--- config.mk ---
export PLATFORM = sky130hd
export DESIGN_NAME = prog_loader
export DESIGN_NICKNAME = d
export VERILOG_FILES = /design/src/rtl/prog_loader.sv
export SDC_FILE = /design/constraint.sdc
export NUM_CORES = 1
export LEC_CHECK = 0
export CORE_UTILIZATION = 48
export DETAILED_ROUTE_END_ITERATION = 7
export PLACE_DENSITY_LB_ADDON = 0.15
export SETUP_SLACK_MARGIN = 0.4
export SYNTH_ARGS = -nofsm -noshare
export SYNTH_HDL_FRONTEND = slang
export SYNTH_SLANG_ARGS = --single-unit
--- constraint.sdc ---
create_clock -name clk -period 2.2 [get_ports clk]
set_clock_uncertainty 0.05 [all_clocks]
set_input_delay 0.44 -clock clk [delete_from_list [all_inputs] [get_ports clk]]
set_output_delay 0.44 -clock clk [all_outputs]
set_load 0.02 [all_outputs]
--- src/rtl/prog_loader.sv ---
// Instruction-store writer: packs a byte stream into 16-bit words, writes them to
// program memory at sequential addresses, checks opcodes and stops on HLT or the last address.
module prog_loader #(
  parameter int ADDR_W      = 8,
  parameter int BASE_ADDR   = 0,
  parameter int STOP_ON_HLT = 1
) (
  input  logic                clk,
  input  logic                rst,
  input  logic                start,
  input  logic [7:0]          byte_in,
  input  logic                byte_valid,
  output logic                byte_ready,
  output logic [ADDR_W-1:0]   mem_addr,
  output logic [15:0]         mem_data,
  output logic                mem_wr,
  output logic                busy,
  output logic                done,
  output logic                err,
  output logic [ADDR_W-1:0]   err_addr,
  output logic [ADDR_W:0]     word_count
);

  localparam logic [ADDR_W-1:0] FIRST_ADDR = ADDR_W'(BASE_ADDR);
  localparam logic [ADDR_W-1:0] LAST_ADDR  = '1;
  localparam logic [3:0]        OP_HLT     = 4'b1100;
  localparam logic [3:0]        OP_ILLEGAL = 4'b0110;

  typedef enum logic [2:0] {
    IDLE,
    GET_HI,
    GET_LO,
    WRITE,
    DONE
  } state_t;

  state_t              state_reg, state_next;
  logic [7:0]          hi_reg, hi_next;
  logic [15:0]         data_reg, data_next;
  logic [ADDR_W-1:0]   addr_reg, addr_next;
  logic [ADDR_W:0]     count_reg, count_next;
  logic                err_reg, err_next;
  logic [ADDR_W-1:0]   err_addr_reg, err_addr_next;

  logic                xfer;
  logic                is_hlt;
  logic                is_illegal;

  // byte_ready is a pure state decode so the source never sees a combinational loop
  assign byte_ready = (state_reg == GET_HI) || (state_reg == GET_LO);
  assign xfer       = byte_valid && byte_ready;
  assign is_hlt     = (STOP_ON_HLT != 0) && (data_reg[15:12] == OP_HLT);
  assign is_illegal = (data_reg[15:12] == OP_ILLEGAL);

  always_comb begin
    state_next    = state_reg;
    hi_next       = hi_reg;
    data_next     = data_reg;
    addr_next     = addr_reg;
    count_next    = count_reg;
    err_next      = err_reg;
    err_addr_next = err_addr_reg;

    case (state_reg)
      IDLE, DONE: begin
        if (start) begin
          state_next    = GET_HI;
          addr_next     = FIRST_ADDR;
          count_next    = '0;
          err_next      = 1'b0;
          err_addr_next = '0;
        end
      end
      GET_HI: begin
        if (xfer) begin
          hi_next    = byte_in;
          state_next = GET_LO;
        end
      end
      GET_LO: begin
        if (xfer) begin
          data_next  = {hi_reg, byte_in};
          state_next = WRITE;
        end
      end
      WRITE: begin
        count_next = count_reg + (ADDR_W+1)'(1);
        // Only the first illegal word is located; the word is still written
        if (is_illegal && !err_reg) begin
          err_next      = 1'b1;
          err_addr_next = addr_reg;
        end
        if (is_hlt || (addr_reg == LAST_ADDR)) begin
          state_next = DONE;
        end else begin
          addr_next  = addr_reg + ADDR_W'(1);
          state_next = GET_HI;
        end
      end
      default: state_next = IDLE;
    endcase
  end

  always_ff @(posedge clk or posedge rst) begin
    if (rst) begin
      state_reg    <= IDLE;
      hi_reg       <= '0;
      data_reg     <= '0;
      addr_reg     <= '0;
      count_reg    <= '0;
      err_reg      <= 1'b0;
      err_addr_reg <= '0;
    end else begin
      state_reg    <= state_next;
      hi_reg       <= hi_next;
      data_reg     <= data_next;
      addr_reg     <= addr_next;
      count_reg    <= count_next;
      err_reg      <= err_next;
      err_addr_reg <= err_addr_next;
    end
  end

  assign mem_wr     = (state_reg == WRITE);
  assign busy       = (state_reg == GET_HI) || (state_reg == GET_LO) || (state_reg == WRITE);
  assign done       = (state_reg == DONE);
  assign mem_addr   = addr_reg;
  assign mem_data   = data_reg;
  assign err        = err_reg;
  assign err_addr   = err_addr_reg;
  assign word_count = count_reg;

endmodule

==> results of run 1 <==
==> final timing paths <==
check,endpoint,startpoint
max in group asynchronous,mem_addr[0],rst
hold / removal,err_addr[6],rst
min in group clk,word_count[8],word_count[8]
hold reg to reg,word_count[8],word_count[8]
setup / recovery,mem_addr[5],mem_addr[0]
setup reg to reg,mem_addr[5],mem_addr[0]
==> through the flow <==
step	instance area, um2	instances	power, mW
floorplan	2300	196	2.44
global placement	3010	309	3.15
detailed placement	3010	309	3.18
CTS	3190	325	3.89
global route	3280	330	4.18
finish	3280	330	3.93
==> power by group <==
group	total (mW)	internal (mW)	switching, mW
clock network	0.682	0.341	0.341
registers	1.55	1.29	0.258
logic	1.70	0.854	0.849
==> worst max-delay path: stages, from the launching register on <==
cell	delay, ns
dfrtp_2	0.46
ha_4	0.17
and3_4	0.18
a211o_4	0.35
or4_4	0.49
a21oi_2	0.13
==> layout by cell type (no fill, tap or decap), drive strengths merged, types with 5 or more instances in the layout <==
master / instances
nand4: 5
dfrtp: 53
o211ai: 6
o21ai: 16
o31ai: 8
a21oi: 5
nand2: 13
inv: 12
buf: 27
mux2: 24
nor2: 6
clkbuf: 6
nand3: 15
dlymetal6s2s: 13
clkdlybuf4s50: 19
dlygate4sd2: 21
==> kinds of logic after synthesis <==
group / after synthesis / synth area share [%]
AOI/OAI and AO/OA: 40 / 10.9
buffers and inverters: 21 / 3.63
and+or+nand+nor: 54 / 13.3
muxes: 26 / 12.8
adders and majority gates: 2 / 1.10
DFF: 53 / 58.3
==> layout make-up <==
type / count / area share (%)
tap: 52 / 1.99
multi-input combinational: 122 / 28.9
clock buffer: 5 / 2.10
timing repair buffer: 81 / 23.3
inverter: 14 / 1.76
clock inverter: 3 / 1.41
sequential: 53 / 40.6
==> synth_stat cells <==
library cell  count  share of area, %
and3_1            1              0.28
and4_1            1              0.38
inv_1            13               2.1
buf_2             3              0.66
or4_1             2              0.66
ha_1              2               1.1
o31ai_1           8               2.6
o211ai_1          6               2.0
nor3_1            1              0.22
nor4bb_1          1              0.44
dfrtp_1          53                58
o22ai_1           1              0.28
nor2_1            6              0.99
mux2i_1           2              0.88
a21oi_1           5               1.1
o21ai_0          16               3.5
mux2_2           24                12
nor2b_1           1              0.28
nand2b_1          2              0.55
nand2_1          13               2.1
nor4_1            1              0.28
nand3b_4          1              0.88
nor4b_1           1              0.38
a31oi_1           1              0.28
nor3b_1           1              0.33
clkinv_1          1              0.16
o221ai_1          1              0.38
nand3_1          15               3.3
clkbuf_1          4              0.66
nand4_1           5               1.4
or3_1             1              0.28
a22o_1            1              0.38
nor3b_2           1              0.55
a211o_1           1              0.38
==> per-layer routing <==
layer,vias to the layer above,global-route usage [%]
li1,874,-
met1,924,28.4
met2,59,35.1
met3,10,6.41
met4,0,10.0
met5,-,0
==> what timing repair did <==
action	in CTS	in global routing
gates cloned	0	0
hold endpoints to repair	0	0
setup endpoints to repair	28	26
pin swaps	3	4
buffers inserted	8	5
resized for setup	38	26
==> flow_summary.html, run 1 <==
<table>
<tr><th>Metric</th><th>Value</th></tr>
<tr><th colspan="2">Setup path</th></tr>
<tr><td>Largest driver fanout on the critical path</td><td>6</td></tr>
<tr><td>Cells on worst reg2reg path</td><td>5</td></tr>
<tr><td>Start-to-end type of the worst setup path</td><td>reg2reg</td></tr>
<tr><td>Endpoint type of the worst setup path</td><td>flop</td></tr>
<tr><td>Register-to-Register Setup Slack</td><td>roughly 0.31 ns</td></tr>
<tr><td>Arr. time, crit path</td><td>2.09 ns</td></tr>
<tr><td>Required arrival time at the worst endpoint</td><td>2.40 ns</td></tr>
<tr><td>Critical Path Source Type</td><td>flop</td></tr>
<tr><th colspan="2">Detailed routing</th></tr>
<tr><td>Total vias in the final route</td><td>1,867</td></tr>
<tr><td>Detailed Routing Iterations Pass 1</td><td>7</td></tr>
<tr><td>Uppermost metal layer occupied by signal nets</td><td>met4</td></tr>
<tr><td>Met2 WL post-DR</td><td>2430 um</td></tr>
<tr><td>DRT Wirelength</td><td>5070 um</td></tr>
<tr><td>Detailed-routing wirelength on met1</td><td>2210 um</td></tr>
<tr><td>Met3 WL post-DR</td><td>314 um</td></tr>
<tr><td>DRC Markers</td><td>0</td></tr>
<tr><td>Via/cell ratio</td><td>between 5 and 6</td></tr>
<tr><td>Average wire per standard cell</td><td>15.4 um</td></tr>
<tr><td>Antenna-violating nets left</td><td>0</td></tr>
<tr><td>Number of DRC markers in iteration 0</td><td>88</td></tr>
<tr><th colspan="2">Synth</th></tr>
<tr><td>Synthesized netlist cell count</td><td>~200</td></tr>
<tr><td>Netlist area before placement</td><td>between 0.002 and 0.0025 mm2</td></tr>
<tr><td>Seq/Total Area, Yosys</td><td>58.3%</td></tr>
<tr><td>Synthesis Warnings</td><td>0</td></tr>
<tr><td>Count of unique library cells instantiated by Yosys</td><td>34</td></tr>
<tr><td>Nets in the synthesized netlist</td><td>210</td></tr>
<tr><td>Synthesis-stage register bit count</td><td>53</td></tr>
<tr><td>Synthesized area per cell</td><td>11.6 um2</td></tr>
<tr><th colspan="2">Timing</th></tr>
<tr><td>Least setup slack across all paths after layout</td><td>0.315 ns</td></tr>
<tr><td>Worst slew margin</td><td>68.7%</td></tr>
<tr><td>Count of pins over their slew limit</td><td>0</td></tr>
<tr><td>Final worst path period need</td><td>1.89 ns</td></tr>
<tr><td>Sum of negative setup slack</td><td>0 ns</td></tr>
<tr><td>Highest clock rate</td><td>0.530 GHz</td></tr>
<tr><td>Setup repair after global routing missed its margin</td><td>true</td></tr>
<tr><td>Crit share post-route</td><td>~86%</td></tr>
<tr><td>Pin slew with the least headroom to its limit</td><td>approximately 0.47 ns</td></tr>
<tr><td># setup viols final</td><td>0</td></tr>
<tr><td>Smallest hold slack</td><td>0.431 ns</td></tr>
<tr><td>Number of endpoints with negative hold slack in the final report</td><td>0</td></tr>
<tr><th colspan="2">Layout</th></tr>
<tr><td>Layout cell share with drive strength beyond 1</td><td>28.8%</td></tr>
<tr><td>Net count, final</td><td>between 200 and 300</td></tr>
<tr><td>Number of fill cells in the layout</td><td>331</td></tr>
<tr><td>Growth of design area from synthesis to finish</td><td>44.0%</td></tr>
<tr><td>Final core utilization</td><td>between 70% and 80%</td></tr>
<tr><td>Area taken by multi-input logic gates</td><td>946 um2</td></tr>
<tr><td>Flip-flop and latch area</td><td>0.00133 mm2</td></tr>
<tr><td>Number of flip-flops under the largest register name</td><td>16</td></tr>
<tr><td>Number of antenna cells inserted</td><td>0</td></tr>
<tr><th colspan="2">Die</th></tr>
<tr><td>DIE AREA</td><td>0.00502 mm2</td></tr>
<tr><td>I/O pin cnt</td><td>58</td></tr>
<tr><td>Die extent in x</td><td>between 70 and 80 um</td></tr>
<tr><td>Die Y-Extent</td><td>70.9 um</td></tr>
<tr><td>Standard-cell row count</td><td>24</td></tr>
<tr><td>Initial Util</td><td>between 50% and 60%</td></tr>
<tr><td>Area inside the core boundary</td><td>0.00444 mm2</td></tr>
<tr><th colspan="2">Flow run</th></tr>
<tr><td>Max Cap Violations</td><td>0</td></tr>
<tr><th colspan="2">Placed design</th></tr>
<tr><td>Worst slack at placement</td><td>0.192 ns</td></tr>
<tr><td>Post-DP HPWL</td><td>3190 um</td></tr>
<tr><td>Count of input and output buffers</td><td>57</td></tr>
<tr><td>GPL Wtd Cong</td><td>0.797</td></tr>
<tr><th colspan="2">Clock network</th></tr>
<tr><td>CTS tree</td><td>done</td></tr>
<tr><td>Root cell of the clock tree</td><td>clkbuf_8</td></tr>
<tr><td>Worst-path clk slew</td><td>0.10 ns</td></tr>
<tr><td>Worst-case clock buffer depth</td><td>2</td></tr>
<tr><td>Number of buffers created by CTS</td><td>5</td></tr>
<tr><td>CTS Hold Bufs</td><td>0</td></tr>
<tr><td>Level count of the clock H-tree</td><td>2</td></tr>
<tr><td>Clock sink total</td><td>between 50 and 60</td></tr>
<tr><td>Source-to-sink clock delay at the later pin of the worst-skew pair</td><td>between 0.3 and 0.4 ns</td></tr>
<tr><th colspan="2">Global route</th></tr>
<tr><td>Total grt overflow</td><td>0</td></tr>
<tr><td>Total GRT Usage</td><td>22.2%</td></tr>
<tr><td>Largest net degree at the start of global routing</td><td>35</td></tr>
<tr><td>Vias in the first global route</td><td>around 1,900</td></tr>
<tr><td>Antenna violations before repair</td><td>0</td></tr>
<tr><td>Global-route wire length before repair</td><td>8660 um</td></tr>
<tr><th colspan="2">Power</th></tr>
<tr><td>IR Drop Worst-Case VDD</td><td>0.743 mV</td></tr>
<tr><td>Power per Cell Area</td><td>1200 mW/mm2</td></tr>
<tr><td>Leak pwr</td><td>around 1.6 nW</td></tr>
<tr><th colspan="2">Min path</th></tr>
<tr><td>Kind of path behind the tightest hold check</td><td>in2async</td></tr>
<tr><th colspan="2">Run status</th></tr>
<tr><td>Result of the run</td><td>finished, final reports clean</td></tr>
</table>
No activity file was read; power rests on OpenSTA's default activity.
==> run 2: changes to the inputs <==
- ABC_AREA: default -> 0
==> results of run 2 <==
Same layout as run 1: the final DEF is identical, and so are final timing and power.
